===== src/rtl/cond_branch_unit_if.sv =====
// Signal bundle between the front end / ALU and the conditional-branch resolver.
interface cond_branch_unit_if #(parameter int ADDR_W = 64);
  logic              flag_we;
  logic              alu_negative;
  logic              alu_zero;
  logic              alu_overflow;
  logic              alu_carry_out;
  logic              flags_inflight;
  logic              br_valid;
  logic [1:0]        br_type;
  logic [3:0]        br_cond;
  logic [ADDR_W-1:0] br_pc;
  logic [ADDR_W-1:0] br_offset;
  logic              stall;
  logic              redirect_valid;
  logic [ADDR_W-1:0] redirect_pc;
  logic [3:0]        flags_q;

  modport master (
    output flag_we, alu_negative, alu_zero, alu_overflow, alu_carry_out,
           flags_inflight, br_valid, br_type, br_cond, br_pc, br_offset,
    input  stall, redirect_valid, redirect_pc, flags_q
  );

  modport slave (
    input  flag_we, alu_negative, alu_zero, alu_overflow, alu_carry_out,
           flags_inflight, br_valid, br_type, br_cond, br_pc, br_offset,
    output stall, redirect_valid, redirect_pc, flags_q
  );
endinterface


===== src/rtl/cond_branch_unit.sv =====
// Conditional-branch resolver: NZCV flag register, B/B.cond/CBZ/CBNZ evaluation, registered redirect.
// Optional macro COND_BYPASS_EN forwards live ALU flags to branches on flag_we.
module cond_branch_unit #(
  parameter int ADDR_W = 64
) (
  input logic               clk,
  input logic               reset,
  cond_branch_unit_if.slave bus
);

  typedef enum logic [1:0] {
    IDLE    = 2'd0,
    WAIT    = 2'd1,
    RESOLVE = 2'd2
  } state_t;

  state_t            r_state;
  state_t            w_next;
  logic [3:0]        r_flags;
  logic [3:0]        r_cond;
  logic [ADDR_W-1:0] r_pc;
  logic [ADDR_W-1:0] r_off;
  logic              r_redirValid;
  logic [ADDR_W-1:0] r_redirPc;

  logic [3:0]        w_liveFlags;
  logic [3:0]        w_effFlags;
  logic              w_flagsReady;
  logic              w_stall;
  logic              w_capture;
  logic              w_resolve;
  logic              w_taken;
  logic [ADDR_W-1:0] w_pc;
  logic [ADDR_W-1:0] w_off;

  // Flags are packed {N,Z,C,V}.
  function automatic logic condTrue(input logic [3:0] c, input logic [3:0] f);
    logic n, z, cy, v;
    n  = f[3];
    z  = f[2];
    cy = f[1];
    v  = f[0];
    case (c)
      4'h0:    condTrue = z;
      4'h1:    condTrue = !z;
      4'h2:    condTrue = cy;
      4'h3:    condTrue = !cy;
      4'h4:    condTrue = n;
      4'h5:    condTrue = !n;
      4'h6:    condTrue = v;
      4'h7:    condTrue = !v;
      4'h8:    condTrue = cy & !z;
      4'h9:    condTrue = !(cy & !z);
      4'hA:    condTrue = (n == v);
      4'hB:    condTrue = (n != v);
      4'hC:    condTrue = !z & (n == v);
      4'hD:    condTrue = !(!z & (n == v));
      default: condTrue = 1'b1;
    endcase
  endfunction

  assign w_liveFlags = {bus.alu_negative, bus.alu_zero, bus.alu_carry_out, bus.alu_overflow};

`ifdef COND_BYPASS_EN
  assign w_effFlags   = bus.flag_we ? w_liveFlags : r_flags;
  assign w_flagsReady = !bus.flags_inflight || bus.flag_we;
`else
  assign w_effFlags   = r_flags;
  assign w_flagsReady = !bus.flags_inflight;
`endif

  always_comb begin
    w_next    = r_state;
    w_stall   = 1'b0;
    w_capture = 1'b0;
    w_resolve = 1'b0;
    w_taken   = 1'b0;
    w_pc      = r_pc;
    w_off     = r_off;
    case (r_state)
      IDLE: begin
        if (bus.br_valid) begin
          if (bus.br_type == 2'b01 && !w_flagsReady) begin
            w_capture = 1'b1;
            w_stall   = 1'b1;
            w_next    = WAIT;
          end else begin
            w_resolve = 1'b1;
            w_pc      = bus.br_pc;
            w_off     = bus.br_offset;
            case (bus.br_type)
              2'b00:   w_taken = 1'b1;
              2'b01:   w_taken = condTrue(bus.br_cond, w_effFlags);
              2'b10:   w_taken = bus.alu_zero;
              default: w_taken = !bus.alu_zero;
            endcase
          end
        end
      end
      WAIT: begin
        w_stall = 1'b1;
        if (bus.flag_we) begin
`ifdef COND_BYPASS_EN
          w_resolve = 1'b1;
          w_taken   = condTrue(r_cond, w_liveFlags);
          w_stall   = 1'b0;
          w_next    = IDLE;
`else
          w_next    = RESOLVE;
`endif
        end
      end
      RESOLVE: begin
        w_stall   = 1'b1;
        w_resolve = 1'b1;
        w_taken   = condTrue(r_cond, r_flags);
        w_next    = IDLE;
      end
      default: w_next = IDLE;
    endcase
  end

  always_ff @(posedge clk or posedge reset) begin
    if (reset) begin
      r_state <= IDLE;
      r_flags <= 4'b0000;
      r_cond  <= 4'h0;
      r_pc    <= '0;
      r_off   <= '0;
    end else begin
      r_state <= w_next;
      if (bus.flag_we) r_flags <= w_liveFlags;
      if (w_capture) begin
        r_cond <= bus.br_cond;
        r_pc   <= bus.br_pc;
        r_off  <= bus.br_offset;
      end
    end
  end

  // Redirect is a one-cycle pulse; the target only moves on a taken branch.
  always_ff @(posedge clk or posedge reset) begin
    if (reset) begin
      r_redirValid <= 1'b0;
      r_redirPc    <= '0;
    end else begin
      r_redirValid <= w_resolve & w_taken;
      if (w_resolve && w_taken) r_redirPc <= w_pc + w_off;
    end
  end

  assign bus.stall          = w_stall;
  assign bus.redirect_valid = r_redirValid;
  assign bus.redirect_pc    = r_redirPc;
  assign bus.flags_q        = r_flags;

endmodule


===== src/flat_wrapper.sv =====
// flat-port wrapper written by rule: the top's interface ports become plain ports
module cond_branch_unit_flat 
#(
  parameter int ADDR_W = 64
)
  (clk, reset, bus_flag_we, bus_alu_negative, bus_alu_zero, bus_alu_overflow, bus_alu_carry_out, bus_flags_inflight, bus_br_valid, bus_br_type, bus_br_cond, bus_br_pc, bus_br_offset, bus_stall, bus_redirect_valid, bus_redirect_pc, bus_flags_q);
  cond_branch_unit_if #(.ADDR_W(ADDR_W)) bus_i ();
  input logic clk;
  input logic reset;
  input wire logic [$bits(bus_i.flag_we)-1:0] bus_flag_we;
  input wire logic [$bits(bus_i.alu_negative)-1:0] bus_alu_negative;
  input wire logic [$bits(bus_i.alu_zero)-1:0] bus_alu_zero;
  input wire logic [$bits(bus_i.alu_overflow)-1:0] bus_alu_overflow;
  input wire logic [$bits(bus_i.alu_carry_out)-1:0] bus_alu_carry_out;
  input wire logic [$bits(bus_i.flags_inflight)-1:0] bus_flags_inflight;
  input wire logic [$bits(bus_i.br_valid)-1:0] bus_br_valid;
  input wire logic [$bits(bus_i.br_type)-1:0] bus_br_type;
  input wire logic [$bits(bus_i.br_cond)-1:0] bus_br_cond;
  input wire logic [$bits(bus_i.br_pc)-1:0] bus_br_pc;
  input wire logic [$bits(bus_i.br_offset)-1:0] bus_br_offset;
  output wire logic [$bits(bus_i.stall)-1:0] bus_stall;
  output wire logic [$bits(bus_i.redirect_valid)-1:0] bus_redirect_valid;
  output wire logic [$bits(bus_i.redirect_pc)-1:0] bus_redirect_pc;
  output wire logic [$bits(bus_i.flags_q)-1:0] bus_flags_q;
  assign bus_i.flag_we = bus_flag_we;
  assign bus_i.alu_negative = bus_alu_negative;
  assign bus_i.alu_zero = bus_alu_zero;
  assign bus_i.alu_overflow = bus_alu_overflow;
  assign bus_i.alu_carry_out = bus_alu_carry_out;
  assign bus_i.flags_inflight = bus_flags_inflight;
  assign bus_i.br_valid = bus_br_valid;
  assign bus_i.br_type = bus_br_type;
  assign bus_i.br_cond = bus_br_cond;
  assign bus_i.br_pc = bus_br_pc;
  assign bus_i.br_offset = bus_br_offset;
  assign bus_stall = bus_i.stall;
  assign bus_redirect_valid = bus_i.redirect_valid;
  assign bus_redirect_pc = bus_i.redirect_pc;
  assign bus_flags_q = bus_i.flags_q;
  cond_branch_unit #(.ADDR_W(ADDR_W)) u_core (.clk(clk), .reset(reset), .bus(bus_i));
endmodule

===== config.mk =====
export PLATFORM = sky130hd
export DESIGN_NAME = cond_branch_unit_flat
export DESIGN_NICKNAME = d
export VERILOG_FILES = /design/src/rtl/cond_branch_unit_if.sv /design/src/rtl/cond_branch_unit.sv /design/src/flat_wrapper.sv
export SDC_FILE = /design/constraint.sdc
export NUM_CORES = 1
export LEC_CHECK = 0
export CAP_MARGIN = 10
export CORE_AREA = 5 5 185 187
export CTS_CLUSTER_DIAMETER = 40
export DETAILED_ROUTE_END_ITERATION = 16
export DIE_AREA = 0 0 190 192
export GPL_ROUTABILITY_DRIVEN = 1
export PLACE_DENSITY = 0.61
export SYNTH_ARGS = -nofsm -noshare
export SYNTH_HDL_FRONTEND = slang
export SYNTH_SLANG_ARGS = --single-unit

===== constraint.sdc =====
create_clock -name clk -period 8.12 [get_ports clk]
set_clock_uncertainty 0.15 [all_clocks]
set_input_delay 1.624 -clock clk [delete_from_list [all_inputs] [get_ports clk]]
set_output_delay 1.624 -clock clk [all_outputs]
set_load 0.01 [all_outputs]

=== Yosys cells after proc, flatten, opt, wreduce, memory -nomap -nowiden ===
Index checks and enable logic that the tools add are counted.

* Logic and storage cells: 84
* Output and inout bits: 70
* Register bits: 203
* Input port bits: 143

* Reduce and logical (&&, ||, !) cells: 15
* Add/subtract/negate cells: 1
* Bitwise operators: 3
* Eq/ne operators: 35
* Mux-type cells: 23

{| class="wikitable"
|+ Operator list
! cell !! number
|-
| $mux 64 || 6
|-
| $add 64x64->64 || 1
|-
| $eq 4x4->1 const B || 12
|-
| $eq 4x3->1 const B || 8
|-
| $pmux 1 s14 || 2
|-
| $eq 4x2->1 const B || 4
|-
| $eq 4x1->1 const B || 2
|-
| $logic_not 4->1 || 2
|-
| $logic_not 1->1 || 7
|-
| $mux 1 || 7
|-
| $mux 2 || 3
|-
| $pmux 1 s2 || 3
|-
| $eq 2x1->1 const B || 2
|-
| $eq 2x2->1 const B || 2
|-
| $logic_not 2->1 || 2
|-
| $ne 2x2->1 const B || 2
|-
| $pmux 2 s2 || 1
|-
| $and 1x1->1 || 3
|-
| $pmux 1 s3 || 1
|-
| $reduce_and 3->1 || 1
|-
| $logic_and 1x1->1 || 2
|-
| $ne 2x1->1 const B || 1
|-
| $reduce_or 2->1 || 1
|-
| $eq 1x1->1 || 1
|-
| $ne 1x1->1 || 1
|}

=== Longest topological paths before layout ===
* Word-level depth: 9
* Gate-level depth with buffers: 19
* Gate-level depth less buffers: 17

=== Worst setup path after synthesis ===
No wires, ideal clock.

* Path kind: input -> register
* Start: input bus_br_type[0]
* End: register u_core.r_redirPc[58] (netlist: u_core.bus.redirect_pc[58])
* Arrival time: 5.585 ns
* Path buffers: 2
* Slack: 2.265 ns
* Cell stages on the path: 16
* Data required time: 7.850 ns
* Cell sequence: nor2b_1 -> a21oi_1 -> clkbuf_1 -> clkbuf_1 -> mux2_2 -> ha_1 -> fa_1 -> a21o_1 -> a221oi_2 -> o211a_1 -> o32a_4 -> o21ai_4 -> o21ai_2 -> a21oi_1 -> or4_1 -> a41o_1

* Cells in the longest elaborated chain, start to end: 6

{| class="wikitable"
|+ Ends and longest elaborated chain
! item !! line !! text
|-
| from (decl) || flat_wrapper.sv:17 || <nowiki>input wire logic [$bits(bus_i.br_type)-1:0] bus_br_type;</nowiki>
|-
| $eq 2x1->1 (tied with other cells) || cond_branch_unit.sv:83, cond_branch_unit.sv:91 ||
|-
| $logic_and 1x1->1 / $pmux 1 s3 (equally long branches) || cond_branch_unit.sv:83, cond_branch_unit.sv:91 ||
|-
| $mux 64 / $mux 1 (equally long branches) || cond_branch_unit.sv:83 || <nowiki>if (bus.br_type == 2'b01 && !w_flagsReady) begin</nowiki>
|-
| $mux 64 / $mux 1 (equally long branches) || cond_branch_unit.sv:82 || <nowiki>if (bus.br_valid) begin</nowiki>
|-
| $mux 64 / $pmux 1 s2 (equally long branches) || cond_branch_unit.sv:80 || <nowiki>case (r_state)</nowiki>
|-
| $add 64x64->64 / $logic_and 1x1->1 (equally long branches) || cond_branch_unit.sv:148 || <nowiki>if (w_resolve && w_taken) r_redirPc <= w_pc + w_off;</nowiki>
|-
| to (signal assigned) || cond_branch_unit.sv:148 ||
|-
| to (decl) || cond_branch_unit.sv:24 || <nowiki>logic [ADDR_W-1:0] r_redirPc;</nowiki>
|}

Parallel ways exist; a longest one is shown, timed or not.
A chain may end at the register's enable or synchronous reset.

=== Final worst setup path ===
Ends and elaborated chain as after synthesis.

==> out/results.txt <==
CP Capture Type: flip-flop
# clock sinks: 203
via count: 9611
Starting Density: 0.395
setup tns final: 0 ns
largest net degree at the start of global routing: 138
commonest cells in the netlist: 275 x mux2_2, 203 x dfrtp_1, 110 x a21oi_1
maximum VDD drop: 0.000260 V
Final setup viols: 0
unrepaired setup endpoints after global routing: no
DRT iter0 DRCs: 433
num ports: 213
synthesized flop and latch total: 203
main flop type after synthesis: dfrtp_1
leakage: 7.16 nW
Final Cycle Share: 0.741
total grt overflow: 0
total power: 8.42 mW
synthesized cell area: 12700 um^2
CP Cell Sequence: clkdlybuf4s50_1 > nor2b_1 > a21oi_4 > buf_12 > mux2_2 > ha_1 > fa_1 > a21o_1 > a221oi_2 > o211a_1 > o32a_4 > o21ai_4 > o21ai_2 > a21oi_1 > or4_1 > a41o_1
Worst Path Buf+Inv: 2
sequential share of the synthesized area: 0.399
ANT cells: 0
Yosys warnings: 0
area of the multi-input gates: 7320 um^2
vias in the first global route: 10183
class of the worst hold path: reg -> reg
Cell Pwr Density: 506 nW/um^2
CTS root buffer: clkbuf_16
worst-path fanout max: 99
# hold bufs at CTS: 0
die width: 190 um
slowest cell delay on critical path: 0.52 ns
Final nets: 1580
Crit Path Class: in -> reg
Layout fillers: 2881
share of the synthesized area in the top cell type: 0.399
CP Data Arrival Time: 6.25 ns
flop-to-flop setup slack: 3.03 ns
CTS tree: yes
remaining antenna violation count: 0
latest clock arrival within the worst-skew pair: 0.51 ns
Reg area: 5080 um^2
core area: 32300 um^2
routed len/inst: 17.6 um
HPWL Detailed: 23.5 mm
RePlAce Congestion: 0.824
slowest stage cell, crit path: or4_1
Period minus WS final: 6.01 ns
Clock Tree Buf Depth: 3
area grow syn2layout: 30.7%
Fmax: 166 MHz
# rows: 66
die height: 192 um
Post-CTS Setup Bufs: 0
combinational fraction of design power: 0.579
DRT Pass-1 Iters: 4
number of flops mapped to enable cells by yosys: 0
CTS Buf Count: 39
post-synthesis net count: 1374
Max Cap Viol: 0
Clk pwr share: 0.205
post-CTS resize count: 0
CP top delay family: compound AO/OA/AOI/OAI gates
overall die area: 36500 um^2
Slew Limit Fails: 0
syn avg cell area: 11.0 um^2
WP data required: 8.36 ns
DR DRC count: 0
initial antenna violation count: 1
transition time of the tightest slew-check pin: 1.02 ns
Unique masters post-synth: 77
Psw: 3.35 mW
P_int: 5.07 mW
H-tree levels: 2
CP Launch Type: input port
Sequential Power Share: 0.216
post-synthesis cell count: 1161
drt total wl: 32.3 mm
Vias/cell: 5.23
Fin. Hold Viols: 0
top cells by area, synth: dfrtp_1 40%, mux2_2 24%, ha_1 6.8%, a21oi_1 4.3%, xnor2_1 2.8%
most common cell in the netlist: mux2_2
Slew headroom: 0.320
Async S/R FF share, synth: 1.00
status: finished, final reports clean
Sw Share: 0.398
port bufs: 212
overall routing resource usage: 0.176
clk slew on worst S/H paths: 0.04 ns
leading area contributor after synthesis: dfrtp_1
global-route wire length before repair: 52.8 mm
share of layout cells above drive strength 1: 0.271
-- path summary, 6_finish.rpt --
check                      cells after the start               from                    endpoint
max                                           16     bus_br_type[0]  u_core.bus.redirect_pc[58]
min                                            1    u_core.r_pc[41]             u_core.r_pc[41]
max reg2reg                                   17  u_core.r_state[0]  u_core.bus.redirect_pc[58]
min reg2reg                                    1    u_core.r_pc[41]             u_core.r_pc[41]
max in group asynchronous                      3              reset  u_core.bus.redirect_pc[54]
min in group asynchronous                      2              reset            u_core.r_off[33]
-- worst reg2reg max path, cell delays in order, from the launching register on --
cell      delay, ns
dfrtp_1        0.42
inv_1          0.15
ha_1           0.21
nand2_1        0.09
a21oi_4        0.14
buf_12         0.45
mux2_2         0.43
ha_1           0.24
fa_1           0.41
a21o_1         0.21
a221oi_2       0.37
o211a_1        0.26
o32a_4         0.23
o21ai_4        0.09
o21ai_2        0.22
a21oi_1        0.15
or4_1          0.52
a41o_1         0.23
-- layout by cell type (no fill, tap or decap), drive strengths merged, types with 3 or more instances in the layout --
cell           count
a211oi            11
a21o              40
a21oi            112
a221oi             3
a31oi              4
and2               3
and3               5
buf                7
bufinv             6
clkbuf            50
clkdlybuf4s50    212
clkinv             8
dfrtp            203
ha                69
inv               25
mux2             283
nand2             55
nand2b             3
nand3             24
nand4             13
nor2              80
nor2b             10
nor3               7
nor3b              3
o211ai             6
o21a               4
o21ai             37
o21bai             7
or4                3
xnor2             41
xor2              23
-- flip-flops by register name, indices dropped and copies added, names as in the netlist --
register                   flops
u_core.r_cond                  4
u_core.bus.redirect_pc        64
u_core.r_state                 2
u_core.r_off                  64
u_core.r_pc                   64
u_core.bus.redirect_valid      1
u_core.bus.flags_q             4
-- power groups by stage --
stage	clock [mW]	combinational, mW	sequential [mW]
floorplan	0	3.63	1.82
global placement	0	4.84	1.81
detailed placement	0	4.88	1.83
CTS	1.77	4.92	1.82
global route	1.82	5.42	1.88
finish	1.73	4.87	1.82
-- layout make-up --
class | count | area share
multi-input cells | 884 | 0.440
flip-flops and latches | 203 | 0.305
repair buffers | 219 | 0.131
clock buffers | 50 | 0.0672
well taps | 442 | 0.0332
clock inverters | 21 | 0.0183
inverters | 20 | 0.00496
-- per-stage QoR --
step	setup slack (ns)	cells	hold slack, ns	util	instance area, um^2
after floorplan	0.807	1161	0.325	-	12700
after global placement	1.68	1768	0.320	0.471	15200
after detailed placement	1.57	1768	0.339	0.471	15200
after CTS	2.10	1839	0.349	0.516	16600
after global routing	1.83	1839	0.357	0.516	16600
final	2.11	1839	0.348	0.516	16600
-- cells by family (layout without fill, tap and decap cells) --
kind of cell | after synthesis | count (layout) | synth area share
buf+inv | 74 | 310 | 0.0285
mux | 286 | 286 | 0.255
compound gates | 247 | 247 | 0.124
flops | 203 | 203 | 0.399
xor+xnor | 64 | 64 | 0.0440
fa+ha+maj | 70 | 70 | 0.0693
simple gates | 217 | 217 | 0.0805
-- metal layers --
metal	vias up	track usage	wire [um]
li1	4672	-	-
met1	4698	0.232	14900
met2	198	0.288	14700
met3	41	0.0514	2090
met4	2	0.0378	566
met5	-	0	13
(Power assumes the default switching activity.)
